--- src/rtl/den_gt_pkg.sv ---
// Shared definitions for the den_gt traffic-light family: light bit positions,
// countdown FSM states, 7-segment constants and the light-pattern legality rule.
package den_gt_pkg;

  localparam int unsigned A_RED = 5;
  localparam int unsigned A_YEL = 4;
  localparam int unsigned A_GRN = 3;
  localparam int unsigned B_RED = 2;
  localparam int unsigned B_YEL = 1;
  localparam int unsigned B_GRN = 0;

  typedef enum logic [1:0] {
    IDLE  = 2'd0,
    RUN   = 2'd1,
    FAULT = 2'd2
  } cd_state_t;

  // Segment order {g,f,e,d,c,b,a}, active high
  localparam logic [6:0] SEG_BLANK = 7'b0000000;
  localparam logic [6:0] SEG_DASH  = 7'b1000000;
  localparam logic [6:0] SEG_DIGIT [10] = '{
    7'b0111111, 7'b0000110, 7'b1011011, 7'b1001111, 7'b1100110,
    7'b1101101, 7'b1111101, 7'b0000111, 7'b1111111, 7'b1101111
  };

  function automatic logic light_legal(input logic [5:0] l);
    return $onehot({l[A_RED], l[A_YEL], l[A_GRN]}) &&
           $onehot({l[B_RED], l[B_YEL], l[B_GRN]}) &&
           (l[A_RED] || l[B_RED]);
  endfunction

endpackage

--- src/rtl/bcd_to_7seg.sv ---
// One BCD digit to an active-high 7-segment pattern; codes above 9 go blank.
module bcd_to_7seg
  import den_gt_pkg::*;
(
  input  logic [3:0] bcd,
  output logic [6:0] seg
);

  always_comb begin
    seg = SEG_BLANK;
    if (bcd < 4'd10) seg = SEG_DIGIT[bcd];
  end

endmodule

--- src/rtl/den_gt_countdown.sv ---
// Countdown display for direction A of den_gt: reloads on each A colour change,
// decrements once per tick, shows two 7-segment digits and flags illegal lights.
module den_gt_countdown
  import den_gt_pkg::*;
#(
  parameter int unsigned TICK_DIV = 50_000_000,
  parameter int unsigned T_GREEN  = 25,
  parameter int unsigned T_YELLOW = 3,
  parameter int unsigned T_RED    = 28
) (
  input  logic       clk,
  input  logic       reset,
  input  logic [5:0] light,
  output logic [6:0] seg_tens,
  output logic [6:0] seg_ones,
  output logic [6:0] count,
  output logic       fault
);

  localparam int unsigned   PW        = $clog2(TICK_DIV);
  localparam logic [PW-1:0] PRESC_MAX = PW'(TICK_DIV - 1);

  cd_state_t     state, state_n;
  logic [5:0]    light_q;
  logic [2:0]    a_prev;
  logic          primed;
  logic [PW-1:0] presc;
  logic          legal, a_chg, tick;
  logic          load, dec, presc_clr;
  logic [6:0]    load_val;
  logic [3:0]    tens_bcd, ones_bcd;
  logic [6:0]    tens_seg, ones_seg;

  // light_q carries its reset value until the first edge after reset, so the
  // FSM only trusts it once primed is set.
  always_ff @(posedge clk or negedge reset) begin
    if (!reset) begin
      light_q <= '0;
      a_prev  <= '0;
      primed  <= 1'b0;
      state   <= IDLE;
    end else begin
      light_q <= light;
      a_prev  <= {light_q[A_RED], light_q[A_YEL], light_q[A_GRN]};
      primed  <= 1'b1;
      state   <= state_n;
    end
  end

  assign legal = light_legal(light_q);
  assign a_chg = {light_q[A_RED], light_q[A_YEL], light_q[A_GRN]} != a_prev;
  assign tick  = (presc == PRESC_MAX);

  always_comb begin
    load_val = 7'(T_RED);
    if (light_q[A_GRN])      load_val = 7'(T_GREEN);
    else if (light_q[A_YEL]) load_val = 7'(T_YELLOW);
  end

  always_comb begin
    state_n   = state;
    load      = 1'b0;
    dec       = 1'b0;
    presc_clr = 1'b1;
    unique case (state)
      IDLE: begin
        if (primed) begin
          if (!legal) begin
            state_n = FAULT;
          end else begin
            state_n = RUN;
            load    = 1'b1;
          end
        end
      end
      RUN: begin
        if (!legal) begin
          state_n = FAULT;
        end else if (a_chg) begin
          load = 1'b1;
        end else begin
          presc_clr = 1'b0;
          dec       = tick;
        end
      end
      FAULT: begin
        if (legal) state_n = IDLE;
      end
      default: state_n = IDLE;
    endcase
  end

  always_ff @(posedge clk or negedge reset) begin
    if (!reset)                 presc <= '0;
    else if (presc_clr || tick) presc <= '0;
    else                        presc <= presc + PW'(1);
  end

  always_ff @(posedge clk or negedge reset) begin
    if (!reset)                     count <= '0;
    else if (load)                  count <= load_val;
    else if (dec && count != 7'd0)  count <= count - 7'd1;
  end

  assign tens_bcd = 4'(count / 7'd10);
  assign ones_bcd = 4'(count % 7'd10);

  bcd_to_7seg u_tens (
    .bcd (tens_bcd),
    .seg (tens_seg)
  );

  bcd_to_7seg u_ones (
    .bcd (ones_bcd),
    .seg (ones_seg)
  );

  always_ff @(posedge clk or negedge reset) begin
    if (!reset) begin
      seg_tens <= '0;
      seg_ones <= '0;
      fault    <= 1'b0;
    end else begin
      unique case (state)
        RUN: begin
          seg_tens <= (count < 7'd10) ? SEG_BLANK : tens_seg;
          seg_ones <= ones_seg;
          fault    <= 1'b0;
        end
        FAULT: begin
          seg_tens <= SEG_DASH;
          seg_ones <= SEG_DASH;
          fault    <= 1'b1;
        end
        default: begin
          seg_tens <= SEG_BLANK;
          seg_ones <= SEG_BLANK;
          fault    <= 1'b0;
        end
      endcase
    end
  end

endmodule
--- config.mk ---
export PLATFORM = sky130hd
export DESIGN_NAME = den_gt_countdown
export DESIGN_NICKNAME = d
export VERILOG_FILES = /design/src/rtl/den_gt_pkg.sv /design/src/rtl/bcd_to_7seg.sv /design/src/rtl/den_gt_countdown.sv
export SDC_FILE = /design/constraint.sdc
export NUM_CORES = 1
export LEC_CHECK = 0
export CAP_MARGIN = 20
export CORE_ASPECT_RATIO = 1.5
export CORE_MARGIN = 3
export CORE_UTILIZATION = 35
export DETAILED_ROUTE_END_ITERATION = 6
export GPL_ROUTABILITY_DRIVEN = 0
export MAX_ROUTING_LAYER = met4
export PLACE_DENSITY = 0.5
export SLEW_MARGIN = 20
export SYNTH_ARGS = -nofsm -noshare
export SYNTH_HDL_FRONTEND = slang
export SYNTH_SLANG_ARGS = --single-unit
--- constraint.sdc ---
create_clock -name clk -period 4.15 [get_ports clk]
set_input_delay 0.415 -clock clk [delete_from_list [all_inputs] [get_ports clk]]
set_output_delay 0.415 -clock clk [all_outputs]
set_load 0.01 [all_outputs]
After elaboration in Yosys (flattened, before gate mapping) --
Memory sizes are Yosys's and may differ from the RTL's. Index checks and enable logic that the tools add are counted.
Cells by class: reduce and logical (&&, ||, !) cells 9, mux-type cells 30, divide/modulo/power cells 2, bitwise gates (word level) 2, equality and inequality tests 9, $lt $le $gt $ge 5, add/sub/neg operators 6
Operators by type and width (number):
- two-way mux 7 bit | 9
- case mux 7 bit (2 select lines) | 2
- adder 26 x 1 -> 26 bit (second input constant) | 1
- == test 26 bit (second input constant) | 1
- two-way mux 26 bit | 1
- greater-or-equal comparator 5 bit (second input constant) | 2
- two-way mux 1 bit | 10
- two-way mux 5 bit | 2
- inverter 4 -> 5 bit | 2
- less-than comparator 4 bit (second input constant) | 2
- two-way mux 2 bit | 4
- divider 7 x 4 -> 7 bit (second input constant) | 1
- less-than comparator 7 x 4 -> 1 bit (second input constant) | 1
- modulo 7 x 4 -> 7 bit (second input constant) | 1
- nonzero test 7 bit | 1
- subtractor 7 x 1 -> 7 bit (second input constant) | 1
- == test 2 x 1 -> 1 bit (second input constant) | 3
- inequality test 2 bit (second input constant) | 3
- case mux 2 bit (3 select lines) | 1
- adder 1 x 1 -> 2 bit | 2
- adder 2 x 1 -> 2 bit | 2
- logical AND 1 bit | 3
- inequality test 3 bit | 1
- AND reduction 3 bit | 1
- 5 further kinds | 6
Storage, ports and cells: memories kept 2, output and inout bits 22, word-level logic and storage cells 74, memory bits (read-only) 224, register bits after elaboration 60
Memories:
- (name not given) | depth 16, bits a word 7, rd ports 1, clocked after memory_dff 0, write ports 0, line bcd_to_7seg.sv:11 | if (bcd < 4'd10) seg = SEG_DIGIT[bcd];
- (name not given) | depth 16, bits a word 7, rd ports 1, clocked after memory_dff 0, write ports 0, line bcd_to_7seg.sv:11

Logic depth before layout (Yosys ltp) --
word-level depth 10, gate-level depth with buffers 18

Cells and area by module --
From an unflattened synthesis, not the netlist that was laid out.
Unflattened totals: cells, all modules 369, area total of the unflattened synthesis 3490.8 µm²
Modules (own cells, without submodules):
- den_gt_countdown | seq. area each 1501.4 µm², instances 1, cells each 307, area each 3080.5 µm²
- bcd_to_7seg | seq. area each 0.0 µm², instances 2, cells each 31, area each 205.2 µm²

Worst setup path before layout --
No wires, ideal clock.
kind reg-to-reg, from reg count[3], to reg seg_ones[3], clock period less this slack 3.466 ns, path buffers 3, cell stages (with the launch flop) 18, setup time 0.096 ns, arrival 3.370 ns, path slack 0.684 ns, cells stage by stage dfrtp_1 -> buf_2 -> buf_1 -> nor2_1 -> a21oi_1 -> o22a_1 -> o21a_1 -> ha_1 -> buf_2 -> inv_1 -> nand3_1 -> a21oi_1 -> a2111oi_4 -> xnor2_2 -> clkinv_2 -> ha_1 -> nor2_1 -> nor4_2
On the way: longest elaborated chain between the ends 7
RTL lines:
- from (decl) | line den_gt_countdown.sv:16 | output logic [6:0] count,
- from (signal assigned) | line den_gt_countdown.sv:101 | else if (load) count <= load_val;
- from (signal assigned) | line den_gt_countdown.sv:102 | else if (dec && count != 7'd0) count <= count - 7'd1;
- modulo 7 x 4 -> 7 bit * | line den_gt_countdown.sv:106 | assign ones_bcd = 4'(count % 7'd10);
- inverter 4 -> 5 bit (not written as such) | line bcd_to_7seg.sv:11
- memory (16 x 7 bit)
- two-way mux 7 bit (not written as such) (2 in a row) | line bcd_to_7seg.sv:11
- two-way mux 7 bit * | line bcd_to_7seg.sv:11
- case mux 7 bit (2 select lines) * | line den_gt_countdown.sv:124 | unique case (state)
- to (signal assigned) | line den_gt_countdown.sv:127 | seg_ones <= ones_seg;
- to (decl) | line den_gt_countdown.sv:15 | output logic [6:0] seg_ones,
Every way passes the cells marked *; elsewhere a longest branch is shown, timed or not. The select of a mux whose other input is x is not followed. A chain may end at the register's enable or synchronous reset.

Worst setup path after layout --
from reg count[6], to reg seg_ones[3]
Same word-level chain as after synthesis.

==> flow_metrics.env <==
export IMPL_slew_viol_final=0
export IMPL_insertion_delay_ns=0.33
export IMPL_finalSetupTns_ns=0
export IMPL_ys_types=61
export IMPL_placed_cell_area_um2=3940
export IMPL_cts_root_buffer="clkbuf_16"
export IMPL_numCtsBuffers=9
export IMPL_drc=0
export IMPL_leakagePower_nw=1.80
export IMPL_diodes=0
export IMPL_cap_violations=0
export IMPL_start_util_pct=36.2
export IMPL_fmax_mhz=269
export IMPL_clock_sinks=60
export IMPL_synth_warning_count=0
export IMPL_worstMarginPinSlew_ns=0.971
export IMPL_cts_hold_buf=0
export IMPL_die_area_um2=11400
export IMPL_yosysMostFrequentCell="dfrtp_1"
export IMPL_crit_path_end_kind="flop"
export IMPL_cts_tree="yes"
export IMPL_grt_overflow=0
export IMPL_synth_top_area_share_pct=42.3
export IMPL_cp_data_required_time_ns=4.39
export IMPL_area_growth_pct=21.0
export IMPL_whs_ns=0.141
export IMPL_period_minus_slack_ns=3.71
export IMPL_rows=44
export IMPL_post_cts_buffers=0
export IMPL_fin_area_um2=4290
export IMPL_dp_hpwl_um=5760
export IMPL_htree_levels=3
export IMPL_rsz0062_at_grt="false"
export IMPL_cts_resized=0
export IMPL_synth_cells=382
export IMPL_drtIter0Drc=102
export IMPL_path_clk_slew_ns=0.05
export IMPL_startpoint_type="flop"
export IMPL_fin_skew_ns=0.00661
export IMPL_cp_arrival_ns=3.95
export IMPL_synth_common_cells="60 x dfrtp_1, 42 x nor2_1, 28 x nand2_1"
export IMPL_setup_viol=0
export IMPL_routedWlPerCell_um=14.7
export IMPL_hp_class="primary input to asynchronous set/reset pin"
export IMPL_period_share_pct=89.5
export IMPL_chipWidth_um=88.2
export IMPL_first_pass_iters=4
export IMPL_relSlewSlack_pct=35.3
export IMPL_synthFlopType="dfrtp_1"
export IMPL_io_pins=30
export IMPL_grt_pass1_wl_um=12900
export IMPL_syn_avg_cell_area_um2=9.29
export IMPL_coreArea_um2=9800
export IMPL_netlist_top_cells_area="dfrtp_1 42%, ha_1 5.3%, xor2_1 4.9%, nor2_1 4.4%, xnor2_1 3.5%"
export IMPL_hold_violations=0
export IMPL_worstSetupPathType="flop to flop"
export IMPL_synth_top_area_cell="dfrtp_1"
export IMPL_synth_edf_count=0
export IMPL_syn_nets=407
export IMPL_fin_ws_ns=0.437
export IMPL_final_util_pct=43.8
export IMPL_grt_pass1_vias=2717
export IMPL_viasPerCell=5.19
export IMPL_synthArstFlopShare_pct=100
export IMPL_grt_use_total_pct=15.3
export IMPL_r2r_slack_ns=0.44
export IMPL_path_max_fanout=13
export IMPL_stdcell_count=532
export IMPL_dp_cells=516
export IMPL_antenna_found_initial=0
export IMPL_fin_total_pwr_mw=2.60
export IMPL_clockBufferDepth=2
export IMPL_power_density_nw_per_um2=605
export IMPL_vdd_drop_max_mv=0.239
export IMPL_ys_seq_area_share_pct=42.3
export IMPL_die_h_um=129
export IMPL_grt_max_degree=33
export IMPL_syn_area_um2=3550
export IMPL_status="complete, no violations"
export IMPL_dp_slack_ns=0.413
export IMPL_drive_gt1_share_pct=8.15
export IMPL_wl_um=7810
export IMPL_portBuffers=29
export IMPL_ys_ff_latch=60
export IMPL_vias=2759
export IMPL_layout_nets=437
export IMPL_drtAntennaViolNets=0
## cells by family after synthesis
group / count (synthesis) / synth area share, %
mux: 2 / 0.600
xor+xnor: 35 / 8.85
buf+inv: 39 / 4.90
flops: 60 / 42.3
compound gates: 71 / 13.6
fa+ha+maj: 17 / 6.42
other cells: 1 / 0.106
simple gates: 157 / 23.2
## layout by cell type (no fill, tap or decap), drive strengths merged, types with 12 or more instances in the layout
master	count
dfrtp	60
o21ai	19
nor2	42
nand2	28
xnor2	15
clkbuf	12
ha	15
inv	21
clkdlybuf4s50	28
nand3	20
xor2	20
a21oi	23
## metal layers
| layer | wire length, um | part of all wire (%) | GRT usage (%) |
|---|---|---|---|
| met3 | 183 | 2.3 | 3.05 |
| met5 | 0 | 0 | - |
| met2 | 4330 | 55 | 27.1 |
| met4 | 178 | 2.3 | 7.30 |
| met1 | 3130 | 40 | 15.9 |
## state kept, by name (all words and copies together), names as in the netlist
name,flops
a_prev,3
count,7
fault,1
light_q,6
presc,26
primed,1
seg_ones,7
seg_tens,7
state,2
## where the power goes
part	internal [mW]	total, mW	switching (mW)
logic	0.419	1.02	0.600
clock network	0.618	0.871	0.254
registers	0.635	0.707	0.0715
## final timing paths
kind / from / endpoint / depth (start not counted)
worst min register to register: light_q[4] / a_prev[1] / 0
worst max register to register: count[6] / seg_ones[3] / 13
worst min-delay path: reset / light_q[5] / 1
max in group asynchronous: reset / fault / 2
worst max-delay path: count[6] / seg_ones[3] / 13
min in group clk: light_q[4] / a_prev[1] / 0
## cell type report
cell class              instances  area, um^2
clock inverters                 4        95.1
multi-input cells             283        1870
repair buffers                 36         338
clock buffers                  12         256
well taps                     115         144
fillers                       959        5510
flip-flops and latches         60        1500
inverters                      22        83.8
## worst max-delay path, stage by stage (launching register included)
cell       delay [ns]
dfrtp_1          0.62
xor2_1           0.35
o22a_1           0.17
o21a_1           0.12
ha_1             0.37
nand2b_1         0.15
a22oi_2          0.14
o21ai_1          0.11
a2111oi_4        0.64
xnor2_2          0.24
clkinv_2         0.15
ha_1             0.29
nor2_1           0.05
nor4_2           0.23
(Power assumes the default switching activity.)
